--- src/rtl/riscv_mc_pkg.sv ---
// Shared definitions for the multi-cycle RV32I control path: FSM states,
// opcodes and the datapath select encodings also used by the ALU control decoder.
package riscv_mc_pkg;

    typedef enum logic [3:0] {
        FETCH    = 4'd0,
        DECODE   = 4'd1,
        MEMADR   = 4'd2,
        MEMREAD  = 4'd3,
        MEMWB    = 4'd4,
        MEMWRITE = 4'd5,
        EXECUTER = 4'd6,
        EXECUTEI = 4'd7,
        ALUWB    = 4'd8,
        BEQ      = 4'd9,
        JAL      = 4'd10
    } state_t;

    localparam logic [6:0] OP_LOAD   = 7'b0000011;
    localparam logic [6:0] OP_STORE  = 7'b0100011;
    localparam logic [6:0] OP_RTYPE  = 7'b0110011;
    localparam logic [6:0] OP_ITYPE  = 7'b0010011;
    localparam logic [6:0] OP_BRANCH = 7'b1100011;
    localparam logic [6:0] OP_JAL    = 7'b1101111;

    localparam logic [1:0] ALU_OP_ADD   = 2'b00;
    localparam logic [1:0] ALU_OP_SUB   = 2'b01;
    localparam logic [1:0] ALU_OP_FUNCT = 2'b10;

    localparam logic [1:0] RESULT_ALUOUT    = 2'b00;
    localparam logic [1:0] RESULT_DATA      = 2'b01;
    localparam logic [1:0] RESULT_ALURESULT = 2'b10;

    localparam logic [1:0] SRC_A_PC    = 2'b00;
    localparam logic [1:0] SRC_A_OLDPC = 2'b01;
    localparam logic [1:0] SRC_A_RS1   = 2'b10;

    localparam logic [1:0] SRC_B_RS2  = 2'b00;
    localparam logic [1:0] SRC_B_IMM  = 2'b01;
    localparam logic [1:0] SRC_B_FOUR = 2'b10;

    localparam logic [1:0] IMM_I = 2'b00;
    localparam logic [1:0] IMM_S = 2'b01;
    localparam logic [1:0] IMM_B = 2'b10;
    localparam logic [1:0] IMM_J = 2'b11;

    function automatic logic is_supported(input logic [6:0] op);
        return (op == OP_LOAD)  || (op == OP_STORE)  || (op == OP_RTYPE) ||
               (op == OP_ITYPE) || (op == OP_BRANCH) || (op == OP_JAL);
    endfunction

endpackage

--- src/rtl/instr_decoder.sv ---
// Immediate format select, decoded purely from the opcode field.
module instr_decoder
    import riscv_mc_pkg::*;
(
    input  logic [6:0] op,
    output logic [1:0] imm_src
);

    always_comb begin
        imm_src = IMM_I;
        case (op)
            OP_STORE:  imm_src = IMM_S;
            OP_BRANCH: imm_src = IMM_B;
            OP_JAL:    imm_src = IMM_J;
            default:   imm_src = IMM_I;
        endcase
    end

endmodule

--- src/rtl/multicycle_controller.sv ---
// Main control FSM of the multi-cycle RV32I core: sequences fetch, decode,
// execute, memory and writeback with a memory ready handshake.
module multicycle_controller
    import riscv_mc_pkg::*;
#(
    parameter bit RESET_STATE_FETCH = 1'b1
)
(
    input  logic       clk,
    input  logic       rst_n,
    input  logic [6:0] op,
    input  logic       zero,
    input  logic       mem_ready,
    output logic       mem_req,
    output logic       pc_write,
    output logic       adr_src,
    output logic       mem_write,
    output logic       ir_write,
    output logic [1:0] result_src,
    output logic [1:0] alu_src_a,
    output logic [1:0] alu_src_b,
    output logic [1:0] alu_op,
    output logic       reg_write,
    output logic [1:0] imm_src,
    output logic       illegal_instr
);

    // The reserved setting 0 has no alternative start state, so it also lands in FETCH.
    localparam state_t RESET_STATE = RESET_STATE_FETCH ? FETCH : FETCH;

    state_t state;
    state_t next_state;
    state_t cur_state;
    logic   illegal_next;

    instr_decoder u_instr_decoder (
        .op      (op),
        .imm_src (imm_src)
    );

    // Outputs already show FETCH values while reset is held, before the edge lands.
    assign cur_state = rst_n ? state : FETCH;

    always_ff @(posedge clk) begin
        if (!rst_n) begin
            state         <= RESET_STATE;
            illegal_instr <= 1'b0;
        end else begin
            state         <= next_state;
            illegal_instr <= illegal_next;
        end
    end

    always_comb begin
        next_state   = FETCH;
        illegal_next = 1'b0;
        mem_req      = 1'b0;
        pc_write     = 1'b0;
        adr_src      = 1'b0;
        mem_write    = 1'b0;
        ir_write     = 1'b0;
        result_src   = RESULT_ALUOUT;
        alu_src_a    = SRC_A_PC;
        alu_src_b    = SRC_B_RS2;
        alu_op       = ALU_OP_ADD;
        reg_write    = 1'b0;

        case (cur_state)
            FETCH: begin
                mem_req    = 1'b1;
                alu_src_b  = SRC_B_FOUR;
                result_src = RESULT_ALURESULT;
                ir_write   = mem_ready;
                pc_write   = mem_ready;
                next_state = mem_ready ? DECODE : FETCH;
            end
            DECODE: begin
                alu_src_a = SRC_A_OLDPC;
                alu_src_b = SRC_B_IMM;
                case (op)
                    OP_LOAD, OP_STORE: next_state = MEMADR;
                    OP_RTYPE:          next_state = EXECUTER;
                    OP_ITYPE:          next_state = EXECUTEI;
                    OP_BRANCH:         next_state = BEQ;
                    OP_JAL:            next_state = JAL;
                    default:           next_state = FETCH;
                endcase
                illegal_next = !is_supported(op);
            end
            MEMADR: begin
                alu_src_a  = SRC_A_RS1;
                alu_src_b  = SRC_B_IMM;
                next_state = (op == OP_LOAD) ? MEMREAD : MEMWRITE;
            end
            MEMREAD: begin
                mem_req    = 1'b1;
                adr_src    = 1'b1;
                next_state = mem_ready ? MEMWB : MEMREAD;
            end
            MEMWB: begin
                result_src = RESULT_DATA;
                reg_write  = 1'b1;
            end
            MEMWRITE: begin
                mem_req    = 1'b1;
                mem_write  = 1'b1;
                adr_src    = 1'b1;
                next_state = mem_ready ? FETCH : MEMWRITE;
            end
            EXECUTER: begin
                alu_src_a  = SRC_A_RS1;
                alu_op     = ALU_OP_FUNCT;
                next_state = ALUWB;
            end
            EXECUTEI: begin
                alu_src_a  = SRC_A_RS1;
                alu_src_b  = SRC_B_IMM;
                alu_op     = ALU_OP_FUNCT;
                next_state = ALUWB;
            end
            ALUWB: begin
                reg_write = 1'b1;
            end
            BEQ: begin
                alu_src_a = SRC_A_RS1;
                alu_op    = ALU_OP_SUB;
                pc_write  = zero;
            end
            JAL: begin
                // PC loads the target precomputed in DECODE while the ALU forms the link.
                alu_src_a  = SRC_A_OLDPC;
                alu_src_b  = SRC_B_FOUR;
                pc_write   = 1'b1;
                next_state = ALUWB;
            end
            default: begin
                next_state = FETCH;
            end
        endcase
    end

endmodule

--- config.mk ---
export PLATFORM = sky130hd
export DESIGN_NAME = multicycle_controller
export DESIGN_NICKNAME = d
export VERILOG_FILES = /design/src/rtl/riscv_mc_pkg.sv /design/src/rtl/instr_decoder.sv /design/src/rtl/multicycle_controller.sv
export SDC_FILE = /design/constraint.sdc
export NUM_CORES = 1
export LEC_CHECK = 0
export CORE_MARGIN = 4
export CORE_UTILIZATION = 43
export DETAILED_ROUTE_END_ITERATION = 12
export PLACE_DENSITY = 0.9
export SLEW_MARGIN = 20
export SYNTH_ARGS = -nofsm -noshare
export SYNTH_HDL_FRONTEND = slang
export SYNTH_SLANG_ARGS = --single-unit
--- constraint.sdc ---
create_clock -name clk -period 4.57 [get_ports clk]
set_input_delay 1.371 -clock clk [delete_from_list [all_inputs] [get_ports clk]]
set_output_delay 1.371 -clock clk [all_outputs]
set_load 0.01 [all_outputs]
==> results of run 1 <==
## power breakdown
| part | internal, mW | total (mW) | switching (mW) |
|---|---|---|---|
| combinational | 0.0228 | 0.0406 | 0.0178 |
| sequential | 0.0448 | 0.0472 | 0.00248 |
| clock | 0.0331 | 0.0534 | 0.0203 |
## worst max-delay path, cell delays in order
cell and delay [ns]:
clkdlybuf4s50_1 0.56, buf_4 0.17, nand3_1 0.12, nor2_1 0.21
a211o_1 0.14, clkdlybuf4s50_1 0.53
## state kept, by name, indices dropped and copies added (netlist names)
name,flops
state,4
illegal_instr,1
## cells in the mapped netlist (2+ instances only)
master / count
nand2_1: 9
o21ai_1: 2
nor3_1: 5
buf_6: 2
nor2_1: 6
xor2_1: 3
buf_2: 2
dfxtp_1: 5
nand3_1: 4
nand2b_1: 4
nor2b_1: 3
a21oi_1: 5
or3_1: 3
and3_1: 3
o21ai_0: 2
## cell type report
type	instances	share of cell area [%]
clock buffer	4	2.90
multi-input combinational	72	51.7
tap	15	2.07
sequential	5	11.0
inverter	2	0.828
timing repair buffer	29	31.4
## cells by family after synthesis
logic type | Yosys count | synth area share, %
multiplexers | 1 | 1.63
XOR/XNOR | 4 | 5.70
flip-flops | 5 | 16.3
AO/OA/AOI/OAI | 21 | 25.7
AND/OR/NAND/NOR | 46 | 43.0
buffers and inverters | 7 | 7.74
## metrics by stage
stage,hold WS [ns],power (mW),util (%),worst slack (ns),cells
6_report,0.718,0.141,68.9,0.0880,127
5_1_grt,0.772,0.148,68.9,0.00180,127
4_1_cts,0.722,0.144,68.7,0.0919,127
3_5_place_dp,0.709,0.0884,66.7,0.0961,123
3_3_place_gp,0.686,0.0873,66.7,0.156,123
2_1_floorplan,0.617,0.0676,-,0.990,84
## metal layers
layer | track usage, % | up-vias
met5 | 0 | -
met1 | 22.3 | 336
met4 | 5.68 | 0
li1 | - | 360
met2 | 37.3 | 28
met3 | 3.56 | 2
## timing repair
item,4_1_cts,5_1_grt
setup endpoints to repair,0,1
setup buffers,0,0
resized for setup,0,1
## worst min-delay path by stage
stage | endpoint | slack, ns | depth (start not counted) | startpoint
5_1_grt | state[3] | 0.77 | 2 | state[1]
4_1_cts | state[3] | 0.72 | 2 | state[1]
3_3_place_gp | state[3] | 0.69 | 2 | state[1]
6_report | state[3] | 0.72 | 2 | state[1]
2_1_floorplan | state[3] | 0.62 | 3 | state[1]
3_5_place_dp | state[3] | 0.71 | 2 | state[1]
## cell usage in the layout, fill, tap and decap left out, drive strengths merged, types with 2 or more instances in the layout
cell / synthesis / layout
nand2b: 4 / 4
nand2: 9 / 9
nand3: 4 / 4
xor2: 3 / 3
nor3: 6 / 6
or3: 3 / 3
a21oi: 5 / 5
and2b: 2 / 2
buf: 5 / 2
dfxtp: 5 / 5
nor2: 6 / 6
o21ai: 4 / 4
inv: 2 / 2
and3: 3 / 3
clkbuf: 0 / 4
nor2b: 4 / 4
clkdlybuf4s50: 0 / 27
==> impl_metrics.toml, run 1 <==
[logic_synthesis]
synthArstFlopShare_pct = 0
avgSynthCellArea_sq_um = 7.31
synthDistinctLibCells = 41
synth-edff-count = 0
syn-cell-area_sq_um = 614
ys_warn_count = 0
synth_top_cell_by_area = "dfxtp_1"
synth-seq-cells = 5
syn_inst = 84
synth_fp_nets = 95
ys_seq_area_share_pct = 16.3
netlist.area_leader.share_pct = 16.3
synth_ff_type = "dfxtp_1"
synthTopCellsByArea = "dfxtp_1, nand2_1, xor2_1"

[timing]
hold_violations = 0
setup_viol_count_final = 0
clock_skew_ns = 0.00266
worst_slew_pin_slew_ns = 0.583
rsz0062_at_grt = "false"
final.setup.tns_ns = 0
maxSlewHeadroom_pct = 61.1
max_freq_ghz = 0.223
drv_slew = 0
period_needed_ns = 4.48
fin_crit_sh_pct = 98.1

[cts]
cts.path.max_buffers = 2
hold_buffers = 0
ctsHtreeMaxLevel = 1
clk_pin_slew_ns = 0.05
clk_latency_ns = 0.25
tritoncts = "built"
cts.sinks = 5
cts_buffers = 3
cts_root_buffer = "clkbuf_4"

[placement]
placed_area_sq_um = 878
place_hpwl_mm = 1.47
place_congestion = 0.842
port_buffers = 27

[pwr]
p_per_area_nw_per_um2 = 156
peakVddDrop_uv = 97.3
p_leak_nw = 0.351

[setup_path]
required_ns = 3.20
crit_end = "alu_src_a[1]"
r2r-end = "state[2]"
rr_worst_depth = 4
end_kind = "primary output"
critPathMaxFanout = 6
arrival_ns = 3.11
worst_setup_path_start_kind = "input port"
cp-startpoint = "rst_n"
crit_type = "input port to primary output"
reg2reg_from = "state[0]"
r2r_slack_ns = 3.08

[route]
wl_met3_microns = 85
wl_met1_microns = 711
routed.top_layer = "met4"
dr.pass1.iters = 4
drcViolationCount = 0
met2_length_mm = 1.00
drtIter0Drc = 11
wl_mm = 1.82
dr_total_vias = 726
detail_route.wl_per_cell_microns = 14.3
viasPerCell = 5.72
antenna_left = 0

[grt]
antenna_found_initial = 0
grt_max_degree = 17
grt-ovfl-total = 0
grt_first_pass_wirelength_mm = 3.10
grt_pass1_vias = 729
grtUsageTotal_pct = 19.9

[floorplan]
dieHeight_microns = 45.8
core_sq_um = 1320
initial_core_util_pct = 46.6
die_w_microns = 45.8
die_area_sq_um = 2100
num_rows = 13
io_pins = 28

[cells_and_area]
area.sequential_sq_um = 100
drive_gt1_share_pct = 12.5
antenna_cells = 0
nets = 124
final_design_area_no_fill_sq_um = 907
area_growth_pct = 47.7
multi_input_area_sq_um = 469
n_fill_cell = 116

[hold_path]
holdCritPathClass = "flop to flop"

[run]
drv_cap = 0

[status]
status = "completed"
No activity file was read; power rests on OpenSTA's default activity.
==> run 2: changes to the inputs <==
--- a/config.mk
+++ b/config.mk
@@ -8,7 +8,7 @@
 export CORE_MARGIN = 4
 export CORE_UTILIZATION = 43
 export DETAILED_ROUTE_END_ITERATION = 12
-export PLACE_DENSITY = 0.9
+export PLACE_DENSITY = 0.83
 export SLEW_MARGIN = 20
 export SYNTH_ARGS = -nofsm -noshare
 export SYNTH_HDL_FRONTEND = slang
==> run 2 against run 1 <==
  * Final cell count down 0.79%
  * Via count down 2.3%
  * Sequential power barely moved
  * First-iteration DRC count up 45%
  * Maximum frequency rose by 1.5%
  * Utilization decreased by 0.57 points
  * Clock skew grew 0.0016 ns
  * Largest cell class unchanged
  * Largest power group unchanged
==> impl_metrics.toml, run 2 (synthesis results as in run 1) <==
[placement]
place_ws_ns = 0.0249
place_hpwl_mm = 1.33
place_congestion = 0.820
port_buffers = 27
placed_area_sq_um = 871
placedCellCount = 122

[floorplan]
dieHeight_microns = 45.8
die_area_sq_um = 2100
num_rows = 13
die_w_microns = 45.8
io_pins = 28
core_sq_um = 1320
initial_core_util_pct = 46.6

[timing]
final.setup.tns_ns = 0
setup_slack_ns = 0.155
rsz0062_at_grt = "false"
hold_ws_ns = 0.727
max_freq_ghz = 0.227
fin_crit_sh_pct = 96.6
maxSlewHeadroom_pct = 60.6
period_needed_ns = 4.41
clock_skew_ns = 0.00423
setup_viol_count_final = 0
drv_slew = 0
worst_slew_pin_slew_ns = 0.590
hold_violations = 0

[route]
drcViolationCount = 0
wl_mm = 1.71
dr.pass1.iters = 4
viasPerCell = 5.63
drtIter0Drc = 16
detail_route.wl_per_cell_microns = 13.6
antenna_left = 0
dr_total_vias = 709

[grt]
grt_max_degree = 17
antenna_found_initial = 0
grt_first_pass_wirelength_mm = 2.73
grt-ovfl-total = 0
grtUsageTotal_pct = 17.6
grt_pass1_vias = 648

[cells_and_area]
mostFrequentLayoutCell = "clkdlybuf4s50_1"
final_cell_mix = "clkdlybuf4s50_1, nand2_1, nor2_1"
top_register = "state"
reg_top3 = "state x4, illegal_instr x1"
multi_input_area_sq_um = 467
n_fill_cell = 121
area_growth_pct = 46.4
instances_no_fill = 126
final_design_area_no_fill_sq_um = 900
finish.utilization_pct = 68.3
antenna_cells = 0
area.sequential_sq_um = 100
drive_gt1_share_pct = 10.8
largest_reg_flops = 4
nets = 123

[setup_path]
critPathMostFrequentCell = "clkdlybuf4s50_1"
path_delay_family = "buffers and inverters"
cp_num_buf_inv = 2
arrival_ns = 3.04
critPathMaxFanout = 4
cp-startpoint = "op[6]"
cp.depth = 5
rr_worst_depth = 4
max_stage_delay_ns = 0.55
required_ns = 3.20
crit_end = "imm_src[0]"
worst_setup_path_start_kind = "input port"
reg2reg_from = "state[0]"
end_kind = "primary output"
crit_type = "input port to primary output"
worstPathCellList = "clkdlybuf4s50_1 > nand3b_1 > nor3_1 > a31o_1 > clkdlybuf4s50_1"
cp_slowest_cell = "clkdlybuf4s50_1"
r2r-end = "state[2]"
r2r_slack_ns = 3.09

[pwr]
totalPowerFinal_mw = 0.138
p_leak_nw = 0.356
p_switching_mw = 0.0379
seqPwrFrac_pct = 34.3
pwr-share-clk_pct = 37.1
p_per_area_nw_per_um2 = 153
switching_share_pct = 27.5
power.internal_mw = 0.0999
peakVddDrop_uv = 117
combPwrFrac_pct = 28.6

[cts]
ctsHtreeMaxLevel = 1
clk_latency_ns = 0.24
cts.sinks = 5
cts_root_buffer = "clkbuf_4"
clk_pin_slew_ns = 0.05
tritoncts = "built"
postCtsSetupRepairBufs = 0
cts.path.max_buffers = 2
cts_buffers = 3

[run]
drv_cap = 0

[status]
status = "completed"

[hold_path]
holdCritPathClass = "flop to flop"
[run 2: cell types whose count changed in the layout (fill, tap and decap cells not counted), sizes merged]
cell,delta
clkdlybuf4s50,-1
dlymetal6s2s,+1
buf,-1
[run 2: layout make-up]
class	instances	share of cell area [%]
Multi-Input combinational cell	72	51.9
Timing Repair Buffer	28	31.2
Sequential cell	5	11.1
Clock buffer	4	2.92
Tap cell	15	2.09
Inverter	2	0.834
[run 2: what timing repair did]
action	in CTS	in global routing
hold buffers	0	0
endpoints found under the setup margin	0	2
resized for setup	0	1
[run 2: how the worst min path moves through the flow]
stage / from / endpoint / cells past startpoint
detailed placement: state[1] / state[3] / 2
finish: state[1] / state[3] / 2
floorplan: state[1] / state[3] / 3
global placement: state[1] / state[3] / 2
global route: state[1] / state[3] / 2
CTS: state[1] / state[3] / 2
[run 2: worst reg2reg max path, stage by stage, from the launching register on]
cell and delay [ns]:
dfxtp_1 0.60, nand2b_1 0.25, nor3_1 0.27, a22oi_1 0.10, o221ai_1 0.18
[run 2: layer usage]
layer | up-vias | part of all wire, % | global-route usage [%]
met5 | - | 0 | 0
met4 | 0 | 0 | 0
met3 | 0 | 6.8 | 5.93
met2 | 31 | 47 | 31.2
met1 | 319 | 46 | 21.9
li1 | 359 | - | -
[run 2: power by group through the flow]
stage | Clock, mW | Sequential [mW] | Combinational (mW)
6_report | 0.0511 | 0.0473 | 0.0394
5_1_grt | 0.0600 | 0.0475 | 0.0421
4_1_cts | 0.0538 | 0.0473 | 0.0395
3_5_place_dp | 0 | 0.0482 | 0.0394
3_3_place_gp | 0 | 0.0479 | 0.0387
2_1_floorplan | 0 | 0.0465 | 0.0211
==> run 3: changes to the inputs <==
--- a/config.mk
+++ b/config.mk
@@ -5,10 +5,12 @@
 export SDC_FILE = /design/constraint.sdc
 export NUM_CORES = 1
 export LEC_CHECK = 0
+export CELL_PAD_IN_SITES_DETAIL_PLACEMENT = 1
+export CELL_PAD_IN_SITES_GLOBAL_PLACEMENT = 1
 export CORE_MARGIN = 4
-export CORE_UTILIZATION = 43
+export CORE_UTILIZATION = 25
 export DETAILED_ROUTE_END_ITERATION = 12
-export PLACE_DENSITY = 0.83
+export PLACE_DENSITY = 0.76
 export SLEW_MARGIN = 20
 export SYNTH_ARGS = -nofsm -noshare
 export SYNTH_HDL_FRONTEND = slang
==> run 3 against run 2 <==
  * Maximum frequency grew 0.41%
  * Critical path depth is the same
  * First-iteration DRC count shrank 63%
  * Wire length grew 18%
  * Register-to-register slack lost 0.04 ns
  * Via count grew 2.7%
  * Die area grew 58%
  * Non-clock buffer count grew 4
  * Hold slack gained 0.014 ns
  * Sequential power is essentially flat
  * Sequential share of layout area shrank 0.60 points
  * Clock power shrank 1%
  * Critical path type unchanged
  * Critical endpoint unchanged
  * Highest routed layer unchanged
==> impl_metrics.toml, run 3 (synthesis results as in run 1) <==
[setup_path]
arrival_ns = 3.03
crit_type = "input port to primary output"
worstPathCellList = "clkdlybuf4s50_1 > nand3b_1 > nor3_2 > a31o_1 > clkdlybuf4s50_1"
required_ns = 3.20
end_kind = "primary output"
max_stage_delay_ns = 0.55
critPathMostFrequentCell = "clkdlybuf4s50_1"
path_delay_family = "buffers and inverters"
critPathMaxFanout = 5
worst_setup_path_start_kind = "input port"
cp_slowest_cell = "clkdlybuf4s50_1"
r2r_slack_ns = 3.05
cp_num_buf_inv = 2

[timing]
worst_slew_pin_slew_ns = 0.636
clock_skew_ns = 0.00117
maxSlewHeadroom_pct = 57.5
setup_viol_count_final = 0
drv_slew = 0
rsz0062_at_grt = "false"
max_freq_ghz = 0.227
period_needed_ns = 4.40
hold_violations = 0
final.setup.tns_ns = 0
fin_crit_sh_pct = 96.2

[grt]
grt-ovfl-total = 0
grt_pass1_vias = 740
antenna_found_initial = 0
grt_first_pass_wirelength_mm = 3.46
grt_max_degree = 17
grtUsageTotal_pct = 13.1

[cts]
tritoncts = "built"
cts_buffers = 3
cts_root_buffer = "clkbuf_4"
ctsHtreeMaxLevel = 1
clk_latency_ns = 0.24
clk_pin_slew_ns = 0.04
hold_buffers = 0
cts.path.max_buffers = 2
cts.sinks = 5

[floorplan]
core_sq_um = 2280
num_rows = 17
dieHeight_microns = 57.6
initial_core_util_pct = 27.0
die_w_microns = 57.6
io_pins = 28
die_area_sq_um = 3310

[status]
status = "completed"

[pwr]
p_switching_mw = 0.0385
p_leak_nw = 0.376
switching_share_pct = 27.5
combPwrFrac_pct = 30.2
power.internal_mw = 0.102
peakVddDrop_uv = 119
pwr-share-clk_pct = 36.1
seqPwrFrac_pct = 33.8
p_per_area_nw_per_um2 = 147

[route]
drcViolationCount = 0
viasPerCell = 5.09
dr_total_vias = 728
dr.pass1.iters = 4
wl_mm = 2.02
antenna_left = 0
drtIter0Drc = 6
detail_route.wl_per_cell_microns = 14.1

[run]
drv_cap = 0

[cells_and_area]
mostFrequentLayoutCell = "clkdlybuf4s50_1"
instances_no_fill = 143
area_growth_pct = 54.8
drive_gt1_share_pct = 14.8
antenna_cells = 0
largest_reg_flops = 4
reg_top3 = "state x4, illegal_instr x1"
nets = 127
final_cell_mix = "clkdlybuf4s50_1, nand2_1, nor2_1"
n_fill_cell = 282
top_register = "state"

[placement]
placedCellCount = 139
place_hpwl_mm = 1.57
port_buffers = 27
place_congestion = 0.838

[hold_path]
holdCritPathClass = "flop to flop"
[run 3: routing by layer]
metal	share of wire [%]	up-vias	track usage, %
li1	-	365	-
met1	47	344	16.8
met2	48	19	21.8
met3	4.2	0	3.39
met4	0	0	2.98
met5	0	-	0
[run 3: layout make-up]
type | count | area (sq um) | area share [%]
clock buffers | 4 | 26.3 | 2.76
inverters | 2 | 7.51 | 0.789
flip-flops and latches | 5 | 100 | 10.5
multi-input cells | 72 | 472 | 49.6
repair buffers | 32 | 310 | 32.6
well taps | 28 | 35.0 | 3.68
[run 3: worst paths after layout]
kind / to / start / depth (start not counted)
hold reg to reg: state[3] / state[1] / 2
setup / recovery: imm_src[0] / op[5] / 5
setup reg to reg: state[2] / state[1] / 4
hold / removal: state[3] / state[1] / 2
[run 3: timing repair]
action,CTS,global route
setup buffers,0,0
resized for setup,0,2
setup endpoints to repair,0,2
[run 3: power groups by stage]
stage / clock network (mW) / registers (mW) / logic (mW)
3_3_place_gp: 0 / 0.0480 / 0.0416
3_5_place_dp: 0 / 0.0481 / 0.0423
4_1_cts: 0.0529 / 0.0474 / 0.0427
2_1_floorplan: 0 / 0.0465 / 0.0211
6_report: 0.0506 / 0.0473 / 0.0423
5_1_grt: 0.0555 / 0.0476 / 0.0460
[run 3: tightest hold or removal path: cells and delay by family, from the launching register on]
kind | cells | cell delay (ns)
compound gates | 2 | 0.22
flops | 1 | 0.47
[run 3: metrics by stage]
step                      cell area, sq um  hold WS, ns  worst slack [ns]  utilization, %  power [mW]
after floorplan                        614        0.617             0.990               -      0.0676
after global placement                 917        0.716             0.148            40.3      0.0897
after detailed placement               917        0.736             0.116            40.3      0.0905
after CTS                              943        0.745            0.0916            41.5       0.143
after global routing                   951        0.812            0.0461            41.8       0.149
final                                  951        0.741             0.173            41.8       0.140
